File: src/rtl/fp_pkg.sv
// Shared single-precision FP definitions for the divider and multiplier datapath.
package fp_pkg;

    localparam int unsigned EXP_W   = 8;
    localparam int unsigned MAN_W   = 23;
    localparam int unsigned SIG_W   = MAN_W + 1;
    localparam int unsigned QBITS   = 25;
    localparam int unsigned CNT_W   = 5;
    localparam int unsigned REM_W   = 26;
    localparam int unsigned TRIAL_W = REM_W + 1;
    localparam int unsigned E_W     = 10;
    localparam int          BIAS    = 127;

    localparam logic [31:0] QNAN    = 32'h7FC00000;
    localparam logic [31:0] POS_INF = 32'h7F800000;

    typedef enum logic [1:0] {IDLE, DIV, NORM} state_t;
    typedef enum logic [1:0] {ZERO, INF, NAN, NORMAL} fp_class_t;

    function automatic logic [31:0] pack_fp(input logic s, input logic [EXP_W-1:0] e,
                                            input logic [MAN_W-1:0] m);
        return {s, e, m};
    endfunction

endpackage

File: src/rtl/fp_unpack.sv
// Splits an IEEE single into sign, exponent, significand with hidden bit, and class.
module fp_unpack
    import fp_pkg::*;
(
    input  logic [31:0]      word,
    output logic             sign,
    output logic [EXP_W-1:0] exp,
    output logic [SIG_W-1:0] sig,
    output fp_class_t        cls
);

    logic [MAN_W-1:0] man;

    assign sign = word[31];
    assign exp  = word[30:23];
    assign man  = word[MAN_W-1:0];
    assign sig  = {1'b1, man};

    // Denormals share the zero class so they are flushed.
    always_comb begin
        cls = NORMAL;
        if (exp == '0)
            cls = ZERO;
        else if (exp == '1)
            cls = (man == '0) ? INF : NAN;
    end

endmodule

File: src/rtl/ieee_divide_seq.sv
// Sequential single-precision divider: one restoring quotient bit per clock, truncating.
module ieee_divide_seq
    import fp_pkg::*;
(
    input  logic        clk,
    input  logic        rst,
    input  logic        start,
    input  logic [31:0] a,
    input  logic [31:0] b,
    output logic        busy,
    output logic        done,
    output logic [31:0] c,
    output logic        div_by_zero,
    output logic        invalid
);

    logic             sa, sb;
    logic [EXP_W-1:0] xa, xb;
    logic [SIG_W-1:0] ga, gb;
    fp_class_t        ka, kb;

    fp_unpack u_unpack_a (.word(a), .sign(sa), .exp(xa), .sig(ga), .cls(ka));
    fp_unpack u_unpack_b (.word(b), .sign(sb), .exp(xb), .sig(gb), .cls(kb));

    state_t           state;
    logic             sign;
    logic [EXP_W-1:0] ea, eb;
    logic [REM_W-1:0] rem;
    logic [SIG_W-1:0] divisor;
    logic [QBITS-1:0] q;
    logic [CNT_W-1:0] count;
    logic             special;
    logic [31:0]      spec_res;
    logic             spec_dbz, spec_inv;

    logic             is_special_c;
    logic [31:0]      sp_res_c;
    logic             sp_dbz_c, sp_inv_c;
    logic [TRIAL_W-1:0] trial_c;
    logic             ge_c;
    logic signed [E_W-1:0] e_c;
    logic [MAN_W-1:0] mant_c;
    logic [31:0]      norm_res_c;

    // Special-operand result selection, highest priority first.
    always_comb begin
        is_special_c = (ka != NORMAL) || (kb != NORMAL);
        sp_res_c     = pack_fp(sa ^ sb, '0, '0);
        sp_dbz_c     = 1'b0;
        sp_inv_c     = 1'b0;
        if (ka == NAN || kb == NAN || (ka == ZERO && kb == ZERO) || (ka == INF && kb == INF)) begin
            sp_res_c = QNAN;
            sp_inv_c = 1'b1;
        end else if (kb == ZERO && ka == NORMAL) begin
            sp_res_c = {sa ^ sb, POS_INF[30:0]};
            sp_dbz_c = 1'b1;
        end else if (ka == INF) begin
            sp_res_c = {sa ^ sb, POS_INF[30:0]};
        end
    end

    assign trial_c = {1'b0, rem} - TRIAL_W'(divisor);
    assign ge_c    = ~trial_c[TRIAL_W-1];

    // Quotient in [0.5,2): a leading zero costs one exponent step.
    assign e_c    = $signed(E_W'(ea) - E_W'(eb) + E_W'(q[QBITS-1] ? BIAS : BIAS - 1));
    assign mant_c = q[QBITS-1] ? q[QBITS-2:1] : q[QBITS-3:0];

    always_comb begin
        norm_res_c = pack_fp(sign, e_c[EXP_W-1:0], mant_c);
        if (e_c >= 10'sd255)
            norm_res_c = {sign, POS_INF[30:0]};
        else if (e_c <= 10'sd0)
            norm_res_c = pack_fp(sign, '0, '0);
    end

    always_ff @(posedge clk) begin
        if (rst) begin
            state       <= IDLE;
            busy        <= 1'b0;
            done        <= 1'b0;
            c           <= '0;
            div_by_zero <= 1'b0;
            invalid     <= 1'b0;
        end else begin
            done <= 1'b0;
            case (state)
                IDLE: if (start) begin
                    busy        <= 1'b1;
                    div_by_zero <= 1'b0;
                    invalid     <= 1'b0;
                    sign        <= sa ^ sb;
                    ea          <= xa;
                    eb          <= xb;
                    rem         <= REM_W'(ga);
                    divisor     <= gb;
                    q           <= '0;
                    count       <= '0;
                    special     <= is_special_c;
                    spec_res    <= sp_res_c;
                    spec_dbz    <= sp_dbz_c;
                    spec_inv    <= sp_inv_c;
                    state       <= DIV;
                end
                DIV: if (special) begin
                    c           <= spec_res;
                    div_by_zero <= spec_dbz;
                    invalid     <= spec_inv;
                    done        <= 1'b1;
                    busy        <= 1'b0;
                    state       <= IDLE;
                end else begin
                    rem   <= ge_c ? (trial_c[REM_W-1:0] << 1) : (rem << 1);
                    q     <= {q[QBITS-2:0], ge_c};
                    count <= count + 1'b1;
                    if (count == CNT_W'(QBITS - 1))
                        state <= NORM;
                end
                NORM: begin
                    c     <= norm_res_c;
                    done  <= 1'b1;
                    busy  <= 1'b0;
                    state <= IDLE;
                end
                default: state <= IDLE;
            endcase
        end
    end

endmodule

File: config.mk
export PLATFORM = sky130hd
export DESIGN_NAME = ieee_divide_seq
export DESIGN_NICKNAME = d
export VERILOG_FILES = /design/src/rtl/fp_pkg.sv /design/src/rtl/fp_unpack.sv /design/src/rtl/ieee_divide_seq.sv
export SDC_FILE = /design/constraint.sdc
export NUM_CORES = 1
export LEC_CHECK = 0
export CAP_MARGIN = 20
export CORE_ASPECT_RATIO = 1.25
export CORE_MARGIN = 4
export CORE_UTILIZATION = 25
export CTS_CLUSTER_SIZE = 40
export DETAILED_ROUTE_END_ITERATION = 8
export SLEW_MARGIN = 10
export SYNTH_ARGS = -nofsm -noshare
export SYNTH_HDL_FRONTEND = slang
export SYNTH_SLANG_ARGS = --single-unit
File: constraint.sdc
create_clock -name clk -period 19.6 [get_ports clk]
set_clock_uncertainty 0.1 [all_clocks]
set_input_delay 3.92 -clock clk [delete_from_list [all_inputs] [get_ports clk]]
set_output_delay 3.92 -clock clk [all_outputs]
set_load 0.01 [all_outputs]
=== Word-level counts from Yosys, hierarchy flattened ===
Cells that the tools add are included.

* Register bits: 169
* Bits in latches: 0
* Memory bits (writable): 0
* Bits in read-only memories: 0
* Input port bits: 67
* Output and inout port bits: 36
* Memories: 0

* Add/sub/neg operators: 4
* $mul: 0
* Divide/modulo/power cells: 0
* $lt $le $gt $ge: 2
* Equal/unequal tests: 16
* Shifts and indexed selects: 0
* Mux-type cells: 40
* Bitwise gates (word level): 3
* Reduce and logical (&&, ||, !) cells: 24

{| class="wikitable"
|+ Operators with widths
! cell !! count
|-
| two-way mux 31 bit || 3
|-
| two-way mux 26 bit || 3
|-
| case mux 32 bit (2 select lines) || 1
|-
| case mux 26 bit (2 select lines) || 1
|-
| two-way mux 25 bit || 2
|-
| case mux 25 bit (2 select lines) || 1
|-
| logical NOT 23 bit || 2
|-
| two-way mux 23 bit || 2
|-
| two-way mux 32 bit || 1
|-
| subtractor 26 x 24 -> 27 bit || 1
|-
| two-way mux 2 bit || 9
|-
| == test 8 bit (second input constant) || 2
|-
| logical NOT 8 bit || 2
|-
| adder 9 x 8 -> 10 bit || 1
|-
| greater-or-equal comparator 10 x 9 -> 1 bit (second input constant) || 1
|-
| less-or-equal comparator 10 x 1 -> 1 bit (second input constant) || 1
|-
| two-way mux 5 bit || 2
|-
| != test 2 bit (second input constant) || 5
|-
| case mux 5 bit (2 select lines) || 1
|-
| two-way mux 1 bit || 9
|-
| AND reduction 3 bit || 3
|-
| subtractor 8 x 8 -> 9 bit || 1
|-
| == test 2 bit (second input constant) || 4
|-
| == test 2 x 1 -> 1 bit (second input constant) || 3
|-
| 16 further kinds || 28
|}

=== Depth between registers and ports, before layout ===
* Word-level depth: 9
* Gate-level depth with buffers: 14
* Gate-level depth less buffers: 13

=== Modules after synthesis ===
Synthesis repeated with hierarchy kept, for this count alone.

* Cell total of the unflattened synthesis: 844
* Area, all modules: 8404.3 um^2

{| class="wikitable"
|+ Modules (own cells, without submodules)
! module !! times used !! cells an instance !! area an instance (um^2) !! sequential area each (um^2)
|-
| ieee_divide_seq || 1 || 742 || 7656.1 || 3853.7
|-
| fp_unpack || 2 || 51 || 374.1 || 0.0
|}

=== Worst setup path after synthesis ===
No wires, ideal clock.

* Path type: input port to flip-flop
* Start: input rst
* End: register count[0], enable pin
* Setup time: 608 ps
* Arrival time: 9521 ps
* Required time: 18892 ps
* Path slack: 9370 ps
* Stages on the path: 2
* Path through: clkbuf_1 > nor4_1

* Word-level cells in the longest chain between the ends: 2

{| class="wikitable"
|+ Ends and longest elaborated chain
! what !! RTL line !! RTL
|-
| from (decl) || ieee_divide_seq.sv:6 || <nowiki>input logic rst,</nowiki>
|-
| inverter 1 bit (no line) || n/a ||
|-
| AND reduction 4 bit (no line) || n/a ||
|-
| to (signal assigned) || ieee_divide_seq.sv:115 || <nowiki>count <= count + 1'b1;</nowiki>
|-
| to (decl) || ieee_divide_seq.sv:31 || <nowiki>logic [CNT_W-1:0] count;</nowiki>
|}

No other way between the ends.
A chain may end at the register's enable or synchronous reset.

=== Worst setup path in the final report ===
* Start: input a[22]
* End: register spec_res[29], data pin

* Word-level cells in the longest chain between the ends: 9

{| class="wikitable"
|+ Ends and longest elaborated chain
! what !! RTL line !! RTL
|-
| from (decl) || ieee_divide_seq.sv:8 || <nowiki>input logic [31:0] a,</nowiki>
|-
| logical NOT 23 bit (*) || fp_unpack.sv:25 || <nowiki>cls = (man == '0) ? INF : NAN;</nowiki>
|-
| two-way mux 2 bit (*) || fp_unpack.sv:25 ||
|-
| two-way mux 2 bit (*) || fp_unpack.sv:24 || <nowiki>else if (exp == '1)</nowiki>
|-
| two-way mux 2 bit (*) || fp_unpack.sv:22 || <nowiki>if (exp == '0)</nowiki>
|-
| == test 2 bit or logical NOT 2 bit (tied branches) || ieee_divide_seq.sv:51 || <nowiki>if (ka == NAN || kb == NAN || (ka == ZERO && kb == ZERO) || (ka == INF && kb == INF)) begin</nowiki>
|-
| logical OR 1 bit or logical AND 1 bit (tied branches) || ieee_divide_seq.sv:51 ||
|-
| logical OR 1 bit (2 in series) || ieee_divide_seq.sv:51 ||
|-
| OR reduction 2 bit (no line) || n/a ||
|-
| to (signal assigned) || ieee_divide_seq.sv:100 || <nowiki>spec_res <= sp_res_c;</nowiki>
|-
| to (decl) || ieee_divide_seq.sv:33 || <nowiki>logic [31:0] spec_res;</nowiki>
|}

Every way passes the cells marked *; elsewhere a longest branch is shown, timed or not.

==> summary.md <==
| Metric | Value |
|---|---|
| R2r endpoint | rem[11]$_DFFE_PP_ |
| CP Launch Type | input port |
| Synth warn | 0 |
| FF-to-FF path depth | 12 |
| Hold WC Path Type | flip-flop to flip-flop |
| Peak supply drop | 0.0529 mV |
| Post-synthesis sequential area ratio | 49.0% |
| Clock buffer count from CTS | 17 |
| P&R area growth vs syn | 26.4% |
| Via count | 5,724 |
| Clk_lat worst skew | 430 ps |
| I/O pins | 103 |
| CP Class | input port to flip-flop |
| WP data arrival | 5800 ps |
| Clock Pin Slew Worst Setup and Hold Paths | 70 ps |
| Status | completed |
| R2R Setup Slk | 15,710 ps |
| Setup TNS | 0 ps |
| Layout net count | 949 |
| Period utilisation layout | 29.3% |
| CP max-delay cell | nor4_1 |
| Initial antenna violation count | 0 |
| Initial DRC Count | 321 |
| Critical path cell sequence | clkdlybuf4s50_1 -> nor4_1 -> nand4_1 -> nand3b_1 -> a21oi_1 -> o22a_1 -> o221ai_1 |
| Share of the synthesized area in the top cell type | 39.3% |
| Die span in x | 166 µm |
| Main area contributors after synthesis | edfxtp_1 (39%), dfxtp_1 (9.7%), ha_1 (6.3%), mux2i_1 (5.1%), a21oi_1 (3.7%) |
| Routability Congestion | 0.866 |
| Max Freq | 174 MHz |
| P per Cell Area | 91.4 nW/µm² |
| GRT Util Overall | 10.6% |
| Synthesized flop and latch total | 140 |
| Drt pass-1 iters | 4 |
| Crit path largest cell delay | 570 ps |
| Post-CTS Hold Buffers | 0 |
| Max_slew headroom | 31.8% |
| Number of synthesized flops with an enable pin | 102 |
| Post-CTS Setup Repair Bufs | 0 |
| Remaining Overflow, GRT | 0 |
| Leak | 3.77 nW |
| Critical R2R Launch | rem[0]$_SDFFCE_PP0P_ |
| Max Cap Viol | 0 |
| Worst EP required | 19,660 ps |
| Final hold vios | 0 |
| Worst path depth | 7 |
| Vias per std cell | 4.54 |
| TritonCTS clock tree | yes |
| Leading area contributor after synthesis | edfxtp_1 |
| Asr flop ratio synth | 0% |
| Fin crit period | 5740 ps |
| Drt drc | 0 |
| CP top delay family | simple AND/OR/NAND/NOR gates |
| Syn_nets | 850 |
| Largest net degree at the start of global routing | 80 |
| Max Slew Vio Count | 0 |
| Starting Density | 25.3% |
| Leading cell types in the layout, fill and taps excluded | edfxtp_1 (102), clkdlybuf4s50_1 (102), nor2_1 (62) |
| Synth Cell Area | 7800 µm² |
| HPWL Detailed | 13,400 µm |
| Layout cell share with drive strength beyond 1 | 10.3% |
| Vias in the first global route | 5,687 |
| First-pass GRT wire length | 28,600 µm |
| Core area | 30,900 µm² |
| CTS root buf | clkbuf_16 |
| Total Wirelength | 18,000 µm |
| Bufs and invs on worst path | 1 |
| Prevailing post-synth register cell | edfxtp_1 |
| Die area | 34,100 µm² |
| Number of H-tree levels | 4 |
| Crit. Startpoint | a[22] |
| CP Max Fanout | 3 |
| Die height | 206 µm |
| Syn Inst Count | 742 |
| Routed len/inst | 14.3 µm |
| Port Buffers | 102 |
| Antenna cells | 0 |
| Post-CTS sizing | 0 |
| Clk sinks | 140 |
| Detail Route Antenna Nets | 0 |
| RSZ-0062 raised after global routing | no |
| CP endpoint | spec_res[29]$_SDFFCE_PP1P_ |
| Critical path endpoint category | flip-flop |
| Synthesized area per cell | 10.5 µm² |
| Synth unique cells | 73 |
| Final setup viols | 0 |
| Clock buffer depth | 2 |
| Worst hold slack | 352 ps |
| Row cnt | 72 |
| Worst-margin pin slew | 1020 ps |
==> worst min path at each step <==
stage	startpoint	to	slack, ps	cells past startpoint
final	c[11]$_SDFFE_PP0P_	c[11]$_SDFFE_PP0P_	350	2
after global routing	c[14]$_SDFFE_PP0P_	c[14]$_SDFFE_PP0P_	380	2
after CTS	c[10]$_SDFFE_PP0P_	c[10]$_SDFFE_PP0P_	360	2
after detailed placement	c[10]$_SDFFE_PP0P_	c[10]$_SDFFE_PP0P_	340	2
after global placement	c[17]$_SDFFE_PP0P_	c[17]$_SDFFE_PP0P_	340	2
after floorplan	c[17]$_SDFFE_PP0P_	c[17]$_SDFFE_PP0P_	380	2
==> tightest hold or removal path: stages, from the launching register on <==
cell	delay, ps
dfxtp_1	320
nand2_1	60
o21ai_2	40
==> state kept, by name, indices dropped and copies added (netlist names), 2 cells and up <==
name      count
count         5
spec_res      3
state         2
eb            8
q            25
ea            8
divisor      23
rem          26
c            32
==> synth_stat cells, types with 5 or more instances <==
master,instances
a21oi_1,57
xnor2_1,14
mux2i_1,40
dfxtp_1,38
nor3_1,11
nand4_1,12
ha_1,39
a211oi_1,6
o21ai_2,21
nor2_1,63
nand2_1,52
clkbuf_1,20
inv_1,53
xor2_1,15
a31oi_1,5
nor4_1,15
and2_1,33
nor2b_1,11
edfxtp_1,102
a21o_1,7
o21ai_0,22
nand3_1,13
o21a_1,9
==> cell type report <==
type                    count  area [µm²]
multi-input cells         520        3660
inverters                  54         203
fillers                  3139       21000
well taps                 407         509
repair buffers            108        1080
clock inverters            13         125
clock buffers              19         464
flip-flops and latches    140        3820
==> power breakdown <==
group / internal, W / switching (W) / leakage (nW)
combinational: 0.0000929 / 0.000121 / 2.21
sequential: 0.000350 / 0.0000138 / 1.27
clock: 0.000179 / 0.000144 / 0.294
total: 0.000622 / 0.000279 / 3.77
==> routing by layer <==
layer | vias up | global-route usage (%) | part of all wire (%)
met1 | 2696 | 12.2 | 43
met3 | 27 | 2.25 | 3.1
met2 | 103 | 19.0 | 51
met5 | - | 0 | 0
met4 | 0 | 4.48 | 2.8
li1 | 2898 | - | -
==> metrics by stage <==
stage          cell area [µm²]  total power (W)  utilization, %  instances  setup WS [ps]
6_report                  9860         0.000901            31.9       1261          13860
5_1_grt                   9860         0.000952            31.9       1261          13690
4_1_cts                   9840         0.000916            31.8       1260          13720
3_5_place_dp              9250         0.000587            29.9       1228          13260
3_3_place_gp              9250         0.000583            29.9       1228          13300
2_1_floorplan             7800         0.000523               -        742           9370
==> cells by family (layout without fill, tap and decap cells) <==
family | count (synthesis) | count (layout) | synth area share, %
compound gates | 166 | 166 | 14.8
xor+xnor | 32 | 32 | 3.88
fa+ha+maj | 41 | 41 | 6.77
buf+inv | 82 | 194 | 4.30
flops | 140 | 140 | 49.0
mux | 42 | 42 | 5.42
simple gates | 239 | 239 | 15.8
(Power assumes the default switching activity.)
